**src/rtl/md_pkg.sv**
```systemverilog
// Shared encodings for the multiply/divide sequencer: operation codes, FSM states
// and HI/LO write-select values.
package md_pkg;

    typedef enum logic [1:0] {
        MD_MULTU = 2'b00,
        MD_MULT  = 2'b01,
        MD_DIVU  = 2'b10,
        MD_DIV   = 2'b11
    } mdOp_e;

    typedef enum logic [1:0] {
        ST_IDLE = 2'b00,
        ST_RUN  = 2'b01,
        ST_FIX  = 2'b10
    } state_e;

    localparam logic HILO_SEL_LO = 1'b0;
    localparam logic HILO_SEL_HI = 1'b1;

    function automatic logic opIsDiv(input mdOp_e op);
        return (op == MD_DIVU) || (op == MD_DIV);
    endfunction

    function automatic logic opIsSigned(input mdOp_e op);
        return (op == MD_MULT) || (op == MD_DIV);
    endfunction

endpackage

```
**src/rtl/md_iter_step.sv**
```systemverilog
// One radix-2 iteration on unsigned magnitudes: shift-add for multiply,
// restoring shift-subtract for divide. Purely combinational.
module md_iter_step #(
    parameter int WIDTH = 32
) (
    input  logic [WIDTH-1:0] partHi,
    input  logic [WIDTH-1:0] partLo,
    input  logic [WIDTH-1:0] operand,
    input  logic             isDiv,
    output logic [WIDTH-1:0] nextHi,
    output logic [WIDTH-1:0] nextLo
);

    logic [WIDTH:0] sum;
    logic [WIDTH:0] shifted;
    logic [WIDTH:0] diff;

    always_comb begin
        // Multiply: partLo holds the not-yet-consumed multiplier bits.
        sum     = {1'b0, partHi} + (partLo[0] ? {1'b0, operand} : '0);
        // Divide: partHi is the running remainder, partLo shifts dividend out / quotient in.
        shifted = {partHi, partLo[WIDTH-1]};
        diff    = shifted - {1'b0, operand};
        if (isDiv) begin
            if (!diff[WIDTH]) begin
                nextHi = diff[WIDTH-1:0];
                nextLo = {partLo[WIDTH-2:0], 1'b1};
            end else begin
                nextHi = shifted[WIDTH-1:0];
                nextLo = {partLo[WIDTH-2:0], 1'b0};
            end
        end else begin
            nextHi = sum[WIDTH:1];
            nextLo = {sum[0], partLo[WIDTH-1:1]};
        end
    end

endmodule

```
**src/rtl/md_sequencer.sv**
```systemverilog
// Iterative mult/div sequencer owning HI/LO. Optional macro MD_EARLY_OUT_EN lets
// divide-by-zero and multiply-by-zero skip the iteration loop.
import md_pkg::*;

module md_sequencer #(
    parameter int WIDTH = 32
) (
    input  logic             clk,
    input  logic             rst,
    input  logic             start,
    input  logic [1:0]       md_op,
    input  logic [WIDTH-1:0] src_a,
    input  logic [WIDTH-1:0] src_b,
    input  logic             hilo_we,
    input  logic             hilo_sel,
    output logic             busy,
    output logic             done,
    output logic [WIDTH-1:0] hi,
    output logic [WIDTH-1:0] lo
);

    localparam int CW = (WIDTH > 1) ? $clog2(WIDTH) : 1;
    localparam logic [CW-1:0] LAST_STEP = CW'(WIDTH - 1);

    state_e           stateReg, stateNext;
    mdOp_e            op;
    logic [CW-1:0]    countReg;
    logic [WIDTH-1:0] hiReg, loReg, partHiReg, partLoReg, operandReg, srcAReg;
    logic             isDivReg, negLoReg, negHiReg, divZeroReg, doneReg;
    logic [WIDTH-1:0] stepHi, stepLo, magA, magB, fixHi, fixLo;
    logic [2*WIDTH-1:0] prod;
    logic             signA, signB, earlyOut, loadOps, hiloWrite, stepEn, commit;

    assign op    = mdOp_e'(md_op);
    assign signA = opIsSigned(op) & src_a[WIDTH-1];
    assign signB = opIsSigned(op) & src_b[WIDTH-1];
    assign magA  = signA ? -src_a : src_a;
    assign magB  = signB ? -src_b : src_b;

`ifdef MD_EARLY_OUT_EN
    assign earlyOut = opIsDiv(op) ? (src_b == '0) : ((src_a == '0) || (src_b == '0));
`else
    assign earlyOut = 1'b0;
`endif

    md_iter_step #(.WIDTH(WIDTH)) u_step (
        .partHi  (partHiReg),
        .partLo  (partLoReg),
        .operand (operandReg),
        .isDiv   (isDivReg),
        .nextHi  (stepHi),
        .nextLo  (stepLo)
    );

    always_ff @(posedge clk or negedge rst) begin
        if (!rst) stateReg <= ST_IDLE;
        else      stateReg <= stateNext;
    end

    always_comb begin
        stateNext = stateReg;
        case (stateReg)
            ST_IDLE: if (start) stateNext = earlyOut ? ST_FIX : ST_RUN;
            ST_RUN:  if (countReg == LAST_STEP) stateNext = ST_FIX;
            ST_FIX:  stateNext = ST_IDLE;
            default: stateNext = ST_IDLE;
        endcase
    end

    always_comb begin
        busy      = start | (stateReg != ST_IDLE);
        loadOps   = (stateReg == ST_IDLE) & start;
        hiloWrite = (stateReg == ST_IDLE) & hilo_we & ~start;
        stepEn    = (stateReg == ST_RUN);
        commit    = (stateReg == ST_FIX);
    end

    // Sign correction on the magnitude result; divide-by-zero bypasses it entirely.
    always_comb begin
        prod  = {partHiReg, partLoReg};
        fixHi = partHiReg;
        fixLo = partLoReg;
        if (!isDivReg) begin
            {fixHi, fixLo} = negLoReg ? -prod : prod;
        end else if (divZeroReg) begin
            fixHi = srcAReg;
            fixLo = '1;
        end else begin
            fixLo = negLoReg ? -partLoReg : partLoReg;
            fixHi = negHiReg ? -partHiReg : partHiReg;
        end
    end

    always_ff @(posedge clk or negedge rst) begin
        if (!rst) begin
            countReg   <= '0;
            hiReg      <= '0;
            loReg      <= '0;
            partHiReg  <= '0;
            partLoReg  <= '0;
            operandReg <= '0;
            srcAReg    <= '0;
            isDivReg   <= 1'b0;
            negLoReg   <= 1'b0;
            negHiReg   <= 1'b0;
            divZeroReg <= 1'b0;
            doneReg    <= 1'b0;
        end else begin
            doneReg <= 1'b0;
            if (loadOps) begin
                // An early-out multiply has a zero product, so the partials start cleared.
                partHiReg  <= '0;
                partLoReg  <= (earlyOut && !opIsDiv(op)) ? '0 : (opIsDiv(op) ? magA : magB);
                operandReg <= opIsDiv(op) ? magB : magA;
                srcAReg    <= src_a;
                isDivReg   <= opIsDiv(op);
                negLoReg   <= signA ^ signB;
                negHiReg   <= opIsDiv(op) ? signA : (signA ^ signB);
                divZeroReg <= opIsDiv(op) && (src_b == '0);
                countReg   <= '0;
            end else if (stepEn) begin
                partHiReg <= stepHi;
                partLoReg <= stepLo;
                if (countReg != LAST_STEP) countReg <= countReg + CW'(1);
            end else if (commit) begin
                hiReg    <= fixHi;
                loReg    <= fixLo;
                doneReg  <= 1'b1;
                countReg <= '0;
            end else if (hiloWrite) begin
                if (hilo_sel == HILO_SEL_HI) hiReg <= src_a;
                else                         loReg <= src_a;
            end
        end
    end

    assign done = doneReg;
    assign hi   = hiReg;
    assign lo   = loReg;

endmodule

```
**config.mk**
```make
export PLATFORM = sky130hd
export DESIGN_NAME = md_sequencer
export DESIGN_NICKNAME = d
export VERILOG_FILES = /design/src/rtl/md_pkg.sv /design/src/rtl/md_iter_step.sv /design/src/rtl/md_sequencer.sv
export SDC_FILE = /design/constraint.sdc
export NUM_CORES = 1
export LEC_CHECK = 0
export CAP_MARGIN = 20
export CORE_ASPECT_RATIO = 0.9
export CORE_MARGIN = 2
export CORE_UTILIZATION = 60
export CTS_CLUSTER_SIZE = 20
export DETAILED_ROUTE_END_ITERATION = 10
export GPL_TIMING_DRIVEN = 1
export HOLD_SLACK_MARGIN = 0.12
export PLACE_DENSITY = 0.79
export SYNTH_ARGS = -nofsm -noshare
export SYNTH_HDL_FRONTEND = slang
export SYNTH_SLANG_ARGS = --single-unit
```
**constraint.sdc**
```tcl
create_clock -name clk -period 4 [get_ports clk]
set_clock_uncertainty 0.15 [all_clocks]
set_input_delay 0.8 -clock clk [delete_from_list [all_inputs] [get_ports clk]]
set_output_delay 0.8 -clock clk [all_outputs]
set_load 0.02 [all_outputs]
```
After elaboration in Yosys (flattened, before gate mapping)
Cells that the tools add are included.
{"block": "op_classes", "add_sub_neg": 8, "n_mul": 0, "div": 0, "order_cmp": 0, "n_eq_ne": 11, "shifts": 0, "n_mux": 37, "bitwise_logic": 10, "reduce_logical": 14}
{"operator": "$mux 32", "count": 24}
{"operator": "$neg 32->32", "count": 4}
{"operator": "$mux 64", "count": 1}
{"operator": "$neg 64->64", "count": 1}
{"operator": "$add 32x33->33", "count": 1}
{"operator": "$sub 33x32->33", "count": 1}
{"operator": "$logic_not 32->1", "count": 1}
{"operator": "$mux 5", "count": 4}
{"operator": "$reduce_and 4->1", "count": 2}
{"operator": "$reduce_bool 2->1", "count": 4}
{"operator": "$eq 2x2->1 const B", "count": 3}
{"operator": "$add 5x1->5 const B", "count": 1}
{"operator": "$and 1x1->1", "count": 5}
{"operator": "$eq 5x5->1 const B", "count": 1}
{"operator": "$mux 1", "count": 5}
{"operator": "$ne 5x5->1 const B", "count": 1}
{"operator": "$eq 2x1->1 const B", "count": 2}
{"operator": "$mux 2", "count": 2}
{"operator": "$ne 2x1->1 const B", "count": 2}
{"operator": "$pmux 2 s2", "count": 1}
{"operator": "$reduce_and 2->1", "count": 2}
{"operator": "$ne 3x2->1 const B", "count": 1}
{"operator": "$not 1->1", "count": 3}
{"operator": "$reduce_bool 3->1", "count": 1}
{"operator": "other kinds (6)", "count": 7}
{"block": "totals", "ff_bits": 204, "latchBits": 0, "mem_bits_rw": 0, "mem_bits_ro": 0, "in_bits": 71, "word_cells": 93, "memories": 0}

Longest topological paths before layout
Gate-level depths: netlist of the first run.
{"block": "logic_depth", "depth_word": 6, "ltp_mapped": 15, "mapped_depth_nobuf": 14}

Cells and area by module
From an unflattened synthesis of the first run, not the netlist that was laid out.
{"block": "unflattened", "hier_cells": 2270, "area_unflattened_um2": 17734.5}
{"module": "md_sequencer", "n_inst": 1, "cells_per_inst": 1618, "area_per_inst_um2": 13208.9, "seq_area_each_um2": 5104.9}
{"module": "md_iter_step", "n_inst": 1, "cells_per_inst": 652, "area_per_inst_um2": 4525.6, "seq_area_each_um2": 0.0}

Worst setup path after synthesis of the first run
OpenSTA, ideal clock, no wires.
{"block": "synth_timing", "path_kind": "input to register", "start": "in src_a[2]", "end": "reg partLoReg[25]", "setup_ns": 0.135, "t_arrival_ns": 3.147, "required_time_ns": 3.715, "path_slack_ns": 0.568, "cell_stages": 10, "n_path_buf": 1, "path_cell_list": "clkbuf_1 or4_1 nor4b_1 and4_1 nand3b_1 o41ai_1 xor2_1 nand2_1 o211ai_1 o21ai_0"}
{"block": "synth_via", "elab_chain_len": 4}
{"element": "start, declared", "line": "md_sequencer.sv:12", "rtl": "input logic [WIDTH-1:0] src_a,"}
{"element": "$neg 32->32", "line": "md_sequencer.sv:37", "rtl": "assign magA = signA ? -src_a : src_a;"}
{"element": "$mux 32", "line": "md_sequencer.sv:37"}
{"element": "$mux 32", "line": "md_sequencer.sv:113", "rtl": "partLoReg <= (earlyOut && !opIsDiv(op)) ? '0 : (opIsDiv(op) ? magA : magB);"}
{"element": "$mux 32", "line": "md_sequencer.sv:110", "rtl": "if (loadOps) begin"}
{"element": "end signal, assigned", "line": "md_sequencer.sv:113"}
{"element": "end signal, assigned", "line": "md_sequencer.sv:123", "rtl": "partLoReg <= stepLo;"}
{"element": "end, declared", "line": "md_sequencer.sv:28", "rtl": "logic [WIDTH-1:0] hiReg, loReg, partHiReg, partLoReg, operandReg, srcAReg;"}
No other way between the ends.
A chain may end at the register's enable or synchronous reset.

Worst setup path after layout of the first run
{"block": "layout_timing", "start": "reg partHiReg[17]", "end": "reg hiReg[29] (netlist: hi[29])"}
{"block": "layout_via", "elab_chain_len": 5, "elab_cells_between_ends": 7, "cone_classes": "2 x add/sub; 5 x mux"}
{"element": "start, declared", "line": "md_sequencer.sv:28"}
{"element": "start signal, assigned", "line": "md_sequencer.sv:122", "rtl": "partHiReg <= stepHi;"}
{"element": "$neg 32->32", "line": "md_sequencer.sv:90", "rtl": "fixHi = negHiReg ? -partHiReg : partHiReg;"}
{"element": "$mux 32", "line": "md_sequencer.sv:90"}
{"element": "$mux 32", "line": "md_sequencer.sv:85", "rtl": "end else if (divZeroReg) begin"}
{"element": "$mux 32 (*)", "line": "md_sequencer.sv:83", "rtl": "if (!isDivReg) begin"}
{"element": "$mux 32 (*)", "line": "md_sequencer.sv:125", "rtl": "end else if (commit) begin"}
{"element": "end signal, assigned", "line": "md_sequencer.sv:126", "rtl": "hiReg <= fixHi;"}
{"element": "end signal, assigned", "line": "md_sequencer.sv:131", "rtl": "if (hilo_sel == HILO_SEL_HI) hiReg <= src_a;"}
{"element": "end, declared", "line": "md_sequencer.sv:28"}
Every way passes the cells marked *; elsewhere a longest branch is shown, timed or not.

==> summary.md, run 1 <==
| Metric | Value |
|---|---|
| Status | complete, no violations |
| Yosys warning count | 0 |
| Max-slew headroom | 40.54% |
| Setup violations, final | 0 |
| CTS sink count | 204 |
| Met3 WL post-DR | 6.694 mm |
| First-pass DRT Iterations | 6 |
| Largest delay share family, worst path | simple AND/OR/NAND/NOR gates |
| CTS H-tree depth | 1 |
| Syn_area_per_cell | 7.758 um2 |
| Commonest non-fill, non-tap cell in the layout | nand2_1 |
| TritonCTS buffer count | 24 |
| Hold crit path type | primary input to async pin |
| GRT overflow | 0 |
| Initial antenna violation count | 1 |
| Async SR Flop Fraction | 100.0% |
| Syn_nets | 2,305 |
| Crit. End Element | flip-flop |
| EDFF count, synth | 0 |
| # hold bufs at CTS | 0 |
| CTS tree | yes |
| Die X | 180.2 um |
| Slew @ Worst Pin | 0.8838 ns |
| Non-filler cells, final | 2,666 |
| Area contributors post-synth | dfrtp_1, nand2_1, o21ai_0, xor2_1, ha_1 |
| Met1 Wirelength | 24.82 mm |
| Slowest cell on crit path | or4_1 |
| Placed cell count | 2,624 |
| Commonest cells after routing, fill and taps aside | nand2_1, o21ai_0, dfrtp_1 |
| Synth Cell Area | 0.01677 mm2 |
| IO Port Bufs | 136 |
| DRT antenna net count | 0 |
| Share of layout cells above drive strength 1 | 8.977% |
| Max FO, Critical Path | 9 |
| Initial Utilization | 60.51% |
| Via count | 17,630 |
| Die Span Y | 162.6 um |
| # diodes | 0 |
| Register bit count reported by yosys | 204 |
| PnR Total Power | 0.01845 W |
| Lkg Pwr | 8.660 nW |
| Worst Setup Slack, final | 0.1123 ns |
| Pwr Density | 930.8 mW/mm2 |
| Highest metal used | met4 |
| Wire per inst | 23.19 um |
| Shortest period the worst path allows | 3.888 ns |
| Max clock buf depth | 3 |
| Post-synthesis sequential area ratio | 30.43% |
| Setup TNS | 0 ns |
| Final Hold Vio Count | 0 |
| RSZ-0062 raised after global routing | no |
| Max IR drop VDD | 527.0 uV |
| MaxCap Viol Count | 0 |
| Yosys cell types | 74 |
| Net count reported at finish | 2,433 |
| Pin count of the biggest net entering global routing | 96 |
| Max Clk Rate | 257.2 MHz |
| First-pass GRT wire length | 95.04 mm |
| Die ar. | 0.02931 mm2 |
| Vias in the first global route | 16,730 |
| Drc violations | 0 |
| FP Rows | 58 |
| Slowest stage delay, CP | 0.62 ns |
| Detail Placement HPWL | 45.89 mm |
| Fin crit share | 97.19% |
| Skew-Pair Late Insertion Delay | 0.55 ns |
| Reg clk slew, reported paths | 0.06 ns |
| Global Route Usage Sum | 41.31% |
| Placed cell areas | 0.01899 mm2 |
| Critical path launch point type | flip-flop |
| Arr. time, crit path | 4.14 ns |
| Io pins | 137 |
| Setup CP Type | flip-flop to flip-flop |
| Area grow syn2layout | 18.16% |
| Synth area leader | dfrtp_1 |
| Max-slew violations | 0 |
| GP Congestion | 0.9954 |
| Design Area, Final | 0.01982 mm2 |
| Layout fillers | 2,244 |
| DRT Wirelength | 61.82 mm |
| Post-Syn Instances | 2,162 |
| Top FF cell, synth | dfrtp_1 |
| Core area | 0.02772 mm2 |
| DRT iter0 DRCs | 2,055 |
| Post-Place Worst Slack | 0.1615 ns |
| Data required, critical path | 4.25 ns |
| Metal2 WL | 26.73 mm |
| Clk root buf | clkbuf_16 |
| Post-synth top area share | 30.43% |
| Buf+Inv Stages, Crit Path | 0 |
| Worst-path cell chain | or4_1 -> or3_1 -> or3_1 -> or3b_2 -> a21oi_1 -> xor2_1 -> o21ai_0 -> a222oi_1 -> o21ai_0 |
| Via density | 6.614 |
## Yosys cell counts, drive strengths merged, types with 10 or more instances
cell type and instances:
a21o 34, a21oi 148, a221o 10, a22oi 23, a31oi 18, a32oi 32, and3 22, buf 26
clkbuf 133, dfrtp 204, ha 70, inv 64, mux2i 62, nand2 361, nand2b 21, nand3 33
nor2 162, nor2b 11, nor3 29, nor4 13, o211ai 56, o21a 10, o21ai 212, o21bai 10
o31ai 28, or2 12, or3 28, or4 16, xnor2 87, xor2 108
## registers in the layout, indices dropped and copies added (netlist names)
signal / cells
countReg: 5
divZeroReg: 1
done: 1
hi: 32
isDivReg: 1
lo: 32
negHiReg: 1
negLoReg: 1
operandReg: 32
partHiReg: 32
partLoReg: 32
srcAReg: 32
stateReg: 2
## logic make-up (layout without fill, tap and decap cells)
family	count (synthesis)	count (layout)	share of synthesized area, %
adder cells (fa/ha/maj)	72	72	5.460
AO/OA/AOI/OAI	657	657	24.95
XOR/XNOR	195	195	10.18
flip-flops	204	204	30.43
AND/OR/NAND/NOR	746	746	20.05
multiplexers	65	65	3.901
buffers and inverters	223	367	5.020
## layout make-up
class	count	area [um2]	area share (%)
multi-input cells	1735	10870	54.82
flip-flops and latches	204	5110	25.78
repair buffers	261	2336	11.79
clock buffers	35	721.9	3.642
well taps	360	450.4	2.273
inverters	64	240.2	1.212
clock inverters	7	96.34	0.4861
## per-layer routing
layer / track usage (%) / vias up
li1: - / 7974
met1: 55.12 / 8470
met2: 63.13 / 987
met3: 9.168 / 202
met4: 21.66 / 0
met5: 0 / -
## report_power, final
group          total (W)  internal [W]  switching (W)
Sequential       0.00427       0.00308        0.00119
Clock            0.00231       0.00137       0.000934
Combinational     0.0119       0.00507        0.00680
Total             0.0184       0.00952        0.00893
## path summary, 6_finish.rpt
| check | startpoint | endpoint | slack, ns | depth (start not counted) |
|---|---|---|---|---|
| setup / recovery | partHiReg[17] | hi[29] | 0.11 | 9 |
| setup reg to reg | partHiReg[17] | hi[29] | 0.11 | 9 |
| max in group asynchronous | rst | operandReg[12] | 2.62 | 2 |
| hold reg to reg | srcAReg[21] | srcAReg[21] | 0.33 | 2 |
| min in group clk | srcAReg[21] | srcAReg[21] | 0.33 | 2 |
| hold / removal | rst | hi[20] | 0.15 | 1 |
## worst register-to-register path, stage by stage, from the launching register on
cell	delay [ns]
dfrtp_1	0.54
or4_1	0.62
or3_1	0.40
or3_1	0.37
or3b_2	0.48
a21oi_1	0.19
xor2_1	0.20
o21ai_0	0.17
a222oi_1	0.48
o21ai_0	0.16
## what timing repair did
action / CTS / global route
endpoints found under the hold margin: 0 / 0
buffers inserted: 0 / 0
setup endpoints to repair: 0 / 2
gates resized for setup: 0 / 2
## through the flow
| stage | util, % | hold slack [ns] |
|---|---|---|
| after CTS | 71.47 | 0.1890 |
| final | 71.50 | 0.1480 |
| after global placement | 68.51 | 0.3046 |
| after detailed placement | 68.51 | 0.3128 |
| after global routing | 71.50 | 0.2111 |
| after floorplan | - | 0.2901 |
Note: power is estimated with default switching activity, not from simulation.
==> run 2: changes to the inputs <==
==> constraint.sdc (replaced) <==
create_clock -name clk -period 3.9 [get_ports clk]
set_clock_uncertainty 0.15 [all_clocks]
set_input_delay 0.78 -clock clk [delete_from_list [all_inputs] [get_ports clk]]
set_output_delay 0.78 -clock clk [all_outputs]
set_load 0.02 [all_outputs]
==> summary.md, run 2 (synthesis gave the netlist of run 1 again) <==
| Metric | Value |
|---|---|
| Status | complete, no violations (unchanged) |
| First-pass DRT Iterations | 6 (unchanged) |
| Critical path launch point type | flip-flop (unchanged) |
| Multi-input gate area | 0.01088 mm2 (was 0.01087 mm2) |
| Met3 Track Usage GR | 10.20% (was 9.168%) |
| Placed cell areas | 0.01900 mm2 (was 0.01899 mm2) |
| R2R Path Start | partHiReg[16] (was partHiReg[17]) |
| Design Area, Final | 0.01983 mm2 (was 0.01982 mm2) |
| Io pins | 137 (unchanged) |
| DRT Wirelength | 62.08 mm (was 61.82 mm) |
| Arr. time, crit path | 4.01 ns (was 4.14 ns) |
| Global Route Usage Sum | 41.45% (was 41.31%) |
| Via density | 6.655 (was 6.614) |
| Die X | 180.2 um (unchanged) |
| DRT antenna net count | 0 (unchanged) |
| Initial antenna violation count | 2 (was 1) |
| Via count | 17,750 (was 17,630) |
| Hold crit path type | primary input to async pin (unchanged) |
| Max FO, Critical Path | 5 (was 9) |
| CTS sink count | 204 (unchanged) |
| Clk root buf | clkbuf_16 (unchanged) |
| Area grow syn2layout | 18.22% (was 18.16%) |
| Max IR drop VDD | 630.0 uV (was 527.0 uV) |
| GR Util met2 | 63.32% (was 63.13%) |
| Pin count of the biggest net entering global routing | 96 (unchanged) |
| DRT iter0 DRCs | 2,232 (was 2,055) |
| Pwr Density | 962.5 mW/mm2 (was 930.8 mW/mm2) |
| IO Port Bufs | 136 (unchanged) |
| Critical Path Start | partHiReg[16] (was partHiReg[17]) |
| Die ar. | 0.02931 mm2 (unchanged) |
| Slew @ Worst Pin | 1.051 ns (was 0.8838 ns) |
| Initial Utilization | 60.51% (unchanged) |
| Reg clk slew, reported paths | 0.06 ns (about the same) |
| Data required, critical path | 4.15 ns (was 4.25 ns) |
| Vias in the first global route | 16,640 (was 16,730) |
| # hold bufs at CTS | 0 (unchanged) |
| Max clock buf depth | 3 (unchanged) |
| First-pass GRT wire length | 94.92 mm (was 95.04 mm) |
| Cts repair resizes | 0 (unchanged) |
| FP Rows | 58 (unchanged) |
| Setup CP Type | flip-flop to flip-flop (unchanged) |
| Max-slew violations | 0 (unchanged) |
| CTS H-tree depth | 1 (unchanged) |
| Layout fillers | 2,264 (was 2,244) |
| GP Congestion | 1.025 (was 0.9954) |
| Commonest cells after routing, fill and taps aside | nand2_1, o21ai_0, dfrtp_1 (unchanged) |
| Final Hold Vio Count | 0 (unchanged) |
| Placed cell count | 2,622 (was 2,624) |
| Die Span Y | 162.6 um (unchanged) |
| CTS tree | yes (unchanged) |
| Setup repair bufs after CTS | 0 (unchanged) |
| Max-slew headroom | 29.93% (was 40.54%) |
| Lkg Pwr | 8.646 nW (was 8.660 nW) |
| Drc violations | 0 (unchanged) |
| Setup violations, final | 0 (unchanged) |
| Shortest period the worst path allows | 3.764 ns (was 3.888 ns) |
| Met1 usage | 54.23% (was 55.12%) |
| Share of layout cells above drive strength 1 | 9.067% (was 8.977%) |
| Net count reported at finish | 2,431 (was 2,433) |
| Commonest non-fill, non-tap cell in the layout | nand2_1 (unchanged) |
| R2R setup slack | 0.14 ns (was 0.11 ns) |
| Detail Placement HPWL | 46.03 mm (was 45.89 mm) |
| Non-filler cells, final | 2,667 (was 2,666) |
| Crit. End Element | flip-flop (unchanged) |
| Most Used Layer, Global Route | met2 (unchanged) |
| GRT overflow | 0 (unchanged) |
| Fin crit share | 96.50% (was 97.19%) |
| Max Clk Rate | 265.7 MHz (was 257.2 MHz) |
| MaxCap Viol Count | 0 (unchanged) |
| FF/Latch Area | 0.005111 mm2 (was 0.005110 mm2) |
| Skew-Pair Late Insertion Delay | 0.53 ns (was 0.55 ns) |
| Core area | 0.02772 mm2 (unchanged) |
| TritonCTS buffer count | 24 (unchanged) |
| Wire per inst | 23.28 um (was 23.19 um) |
[run 2: cell types whose count changed in the layout (fill, tap and decap cells not counted), moves of 2 or more]
cell      delta
diode_2      +2
buf_12       +2
buf_4        -5
clkbuf_8     -5
clkinv_2     +4
[run 2: path summary, 6_finish.rpt]
| path | endpoint | cells after the start |
|---|---|---|
| max | hi[29] | 10 |
| min | srcAReg[25] | 1 |
| max reg2reg | hi[29] | 10 |
| min reg2reg | operandReg[9] | 1 |
| max in group asynchronous | partHiReg[9] | 2 |
| min in group clk | operandReg[9] | 1 |
[run 2: cell type report]
class                      count  share of cell area, %
multi-input combinational   1735                  54.88
tap                          360                  2.271
timing repair buffer         259                  11.85
antenna                        2                0.02524
clock inverter                11                 0.5489
clock buffer                  32                  3.439
inverter                      64                  1.211
sequential                   204                  25.77
[run 2: routing by layer]
| layer | vias to the layer above | wire [um] |
|---|---|---|
| met1 | 8458 | 23850 |
| met3 | 222 | 7416 |
| met2 | 1087 | 27120 |
| met4 | 0 | 3692 |
| li1 | 7982 | - |
| met5 | - | 0 |
[run 2: metrics by stage]
stage | hold slack (ns) | utilization (%) | total power, W | setup WS, ns | setup TNS, ns
2_1_floorplan | 0.2901 | - | 0.01233 | 0.4882 | 0
3_3_place_gp | 0.3066 | 68.55 | 0.01603 | 0.1480 | 0
3_5_place_dp | 0.3133 | 68.55 | 0.01637 | 0.06644 | 0
4_1_cts | 0.1671 | 71.40 | 0.01874 | 0.1418 | 0
5_1_grt | 0.1750 | 71.52 | 0.02040 | -0.01197 | -0.01197
6_report | 0.1237 | 71.53 | 0.01909 | 0.1363 | 0
[run 2: worst max-delay path: stages, from the launching register on]
cell and delay, ns:
dfrtp_1 0.44, buf_4 0.21, or4_1 0.65, or3_4 0.41
or3_1 0.35, or3b_2 0.48, a21oi_1 0.22, xor2_1 0.17
o21ai_0 0.09, a222oi_1 0.34, o21ai_0 0.13
[run 2: power by group]
group | switching (W) | leakage [nW] | internal [W]
clock | 0.000960 | 0.398 | 0.00136
sequential | 0.00116 | 2.48 | 0.00316
combinational | 0.00715 | 5.77 | 0.00531
==> run 3: changes to the inputs <==
--- a/config.mk
+++ b/config.mk
@@ -8,12 +8,12 @@
 export CAP_MARGIN = 20
 export CORE_ASPECT_RATIO = 0.9
 export CORE_MARGIN = 2
-export CORE_UTILIZATION = 60
+export CORE_UTILIZATION = 48
 export CTS_CLUSTER_SIZE = 20
 export DETAILED_ROUTE_END_ITERATION = 10
 export GPL_TIMING_DRIVEN = 1
 export HOLD_SLACK_MARGIN = 0.12
-export PLACE_DENSITY = 0.79
+export PLACE_DENSITY = 0.65
 export SYNTH_ARGS = -nofsm -noshare
 export SYNTH_HDL_FRONTEND = slang
 export SYNTH_SLANG_ARGS = --single-unit
==> constraint.sdc (replaced) <==
create_clock -name clk -period 3.9 [get_ports clk]
set_clock_uncertainty 0.15 [all_clocks]
set_input_delay 0.78 -clock clk [delete_from_list [all_inputs] [get_ports clk]]
set_output_delay 0.78 -clock clk [all_outputs]
set_load 0.005 [all_outputs]
==> summary.md, run 3 (synthesis gave the netlist of run 1 again) <==
| Metric | Value |
|---|---|
| DRT Wirelength | 64.49 mm (was 62.08 mm) |
| RSZ-0062 raised after global routing | no |
| Initial antenna violation count | 2 (unchanged) |
| Final Util | 59.38% (was 71.53%) |
| # diodes | 0 (was 2) |
| Metal2 WL | 27.69 mm (was 27.12 mm) |
| Setup TNS | 0 ns (unchanged) |
| Commonest cells after routing, fill and taps aside | nand2_1, o21ai_0, dfrtp_1 (unchanged) |
| FP Rows | 64 (was 58) |
| Pwr Density | 942.7 mW/mm2 (was 962.5 mW/mm2) |
| PnR Total Power | 0.01914 W (was 0.01909 W) |
| Highest metal used | met4 (unchanged) |
| Setup CP Type | flip-flop to flip-flop (unchanged) |
| DRT antenna net count | 0 (unchanged) |
| Vias in the first global route | 16,310 (was 16,640) |
| Layout fillers | 3,169 (was 2,264) |
| Setup violations, final | 0 (unchanged) |
| Hold crit path type | primary input to async pin (unchanged) |
| Fin crit share | 96.04% (was 96.50%) |
| CTS tree | yes (unchanged) |
| Crit. End Element | flip-flop (unchanged) |
| Slew @ Worst Pin | 0.9102 ns (was 1.051 ns) |
| Reg clk slew, reported paths | 0.06 ns (about the same) |
| Max-slew violations | 0 (unchanged) |
| Detail Placement HPWL | 48.86 mm (was 46.03 mm) |
| Max Clk Rate | 267.0 MHz (was 265.7 MHz) |
| Share of layout cells above drive strength 1 | 10.35% (was 9.067%) |
| Design Area, Final | 0.02030 mm2 (was 0.01983 mm2) |
| Cell count of the worst reg-to-reg path | 11 (was 10) |
| Skew-Pair Late Insertion Delay | 0.57 ns (was 0.53 ns) |
| Met1 Wirelength | 27.56 mm (was 23.85 mm) |
| Net count reported at finish | 2,461 (was 2,431) |
| Initial Utilization | 49.06% (was 60.51%) |
| Met3 WL post-DR | 6.039 mm (was 7.416 mm) |
| Lkg Pwr | 8.843 nW (was 8.646 nW) |
| Clk root buf | clkbuf_16 (unchanged) |
| Max clock buf depth | 3 (unchanged) |
| Area grow syn2layout | 21.04% (was 18.22%) |
| CTS sink count | 204 (unchanged) |
| Shortest period the worst path allows | 3.746 ns (was 3.764 ns) |
| # hold bufs at CTS | 0 (unchanged) |
| Max-slew headroom | 38.76% (was 29.93%) |
| Commonest non-fill, non-tap cell in the layout | nand2_1 (unchanged) |
| Max IR drop VDD | 503.8 uV (was 630.0 uV) |
| TritonCTS buffer count | 26 (was 24) |
| Data required, critical path | 4.20 ns (was 4.15 ns) |
| Die X | 201.0 um (was 180.2 um) |
| Pin count of the biggest net entering global routing | 96 (unchanged) |
| Core area | 0.03419 mm2 (was 0.02772 mm2) |
| Via count | 17,380 (was 17,750) |
| Global Route Usage Sum | 34.85% (was 41.45%) |
| GP Congestion | 0.9524 (was 1.025) |
| Status | complete, no violations (unchanged) |
| GRT overflow | 0 (unchanged) |
| Io pins | 137 (unchanged) |
| CTS H-tree depth | 1 (unchanged) |
| Final Hold Vio Count | 0 (unchanged) |
| DRT iter0 DRCs | 1,751 (was 2,232) |
| Drc violations | 0 (unchanged) |
| Setup repair bufs after CTS | 0 (unchanged) |
| Placed cell areas | 0.01938 mm2 (was 0.01900 mm2) |
| Die Span Y | 181.3 um (was 162.6 um) |
| MaxCap Viol Count | 0 (unchanged) |
| Critical path launch point type | flip-flop (unchanged) |
| Arr. time, crit path | 4.05 ns (was 4.01 ns) |
| First-pass DRT Iterations | 6 (unchanged) |
| Via density | 6.205 (was 6.655) |
| First-pass GRT wire length | 98.26 mm (was 94.92 mm) |
| IO Port Bufs | 136 (unchanged) |
| Die ar. | 0.03646 mm2 (was 0.02931 mm2) |
| Max FO, Critical Path | 7 (was 5) |
| Wire per inst | 23.03 um (was 23.28 um) |
[run 3: cell types whose count changed in the layout (fill, tap and decap cells not counted), moves of 2 or more]
cell        before  now
buf_4          117  143
clkinvlp_4       0    2
clkbuf_16       25   27
diode_2          2    0
buf_12           5    8
[run 3: timing repair]
action,CTS,global route
hold endpoints to repair,0,0
gates resized for setup,0,7
setup endpoints to repair,0,30
[run 3: final cells by class]
| class | count | area [um2] | share of cell area (%) |
|---|---|---|---|
| Clock inverter | 13 | 148.9 | 0.7333 |
| Timing Repair Buffer | 287 | 2594 | 12.78 |
| Tap cell | 462 | 578.1 | 2.847 |
| Clock buffer | 35 | 745.7 | 3.673 |
| Inverter | 64 | 240.2 | 1.183 |
| Sequential cell | 204 | 5110 | 25.17 |
| Multi-Input combinational cell | 1735 | 10890 | 53.62 |
[run 3: worst max-delay path, cell delays in order, from the launching register on]
cell and delay (ns):
dfrtp_1 0.43, or4_1 0.56, or2_2 0.32, or3_1 0.33, or3_1 0.38, or2_1 0.34, buf_4 0.21, o21ai_1 0.20
nand2_1 0.09, a22oi_2 0.29, o21ai_0 0.15, o21ai_0 0.20
[run 3: power breakdown]
group / internal, W / switching, W / total, W
registers: 0.00316 / 0.00105 / 0.00421
logic: 0.00549 / 0.00688 / 0.0124
clock network: 0.00154 / 0.00102 / 0.00255
total: 0.0102 / 0.00895 / 0.0191
[run 3: metrics by stage]
stage	std cells	hold WS, ns	setup WS [ns]
2_1_floorplan	2162	0.2901	0.4882
3_3_place_gp	2752	0.3067	0.02660
3_5_place_dp	2752	0.3066	-0.04991
4_1_cts	2800	0.1468	0.09485
5_1_grt	2800	0.1758	0.02444
6_report	2800	0.1240	0.1542
[run 3: worst paths after layout]
check                      slack, ns     startpoint       endpoint
setup / recovery                0.15  partLoReg[19]         hi[27]
hold / removal                  0.12            rst         hi[20]
setup reg to reg                0.15  partLoReg[19]         hi[27]
hold reg to reg                 0.32    srcAReg[19]    srcAReg[19]
max in group asynchronous       2.54            rst  partHiReg[10]
min in group clk                0.32    srcAReg[19]    srcAReg[19]
[run 3: layer usage]
| metal | vias to the layer above | track usage (%) |
|---|---|---|
| li1 | 8019 | - |
| met1 | 8417 | 48.51 |
| met2 | 798 | 52.00 |
| met3 | 141 | 6.981 |
| met4 | 0 | 16.12 |
| met5 | - | 0 |
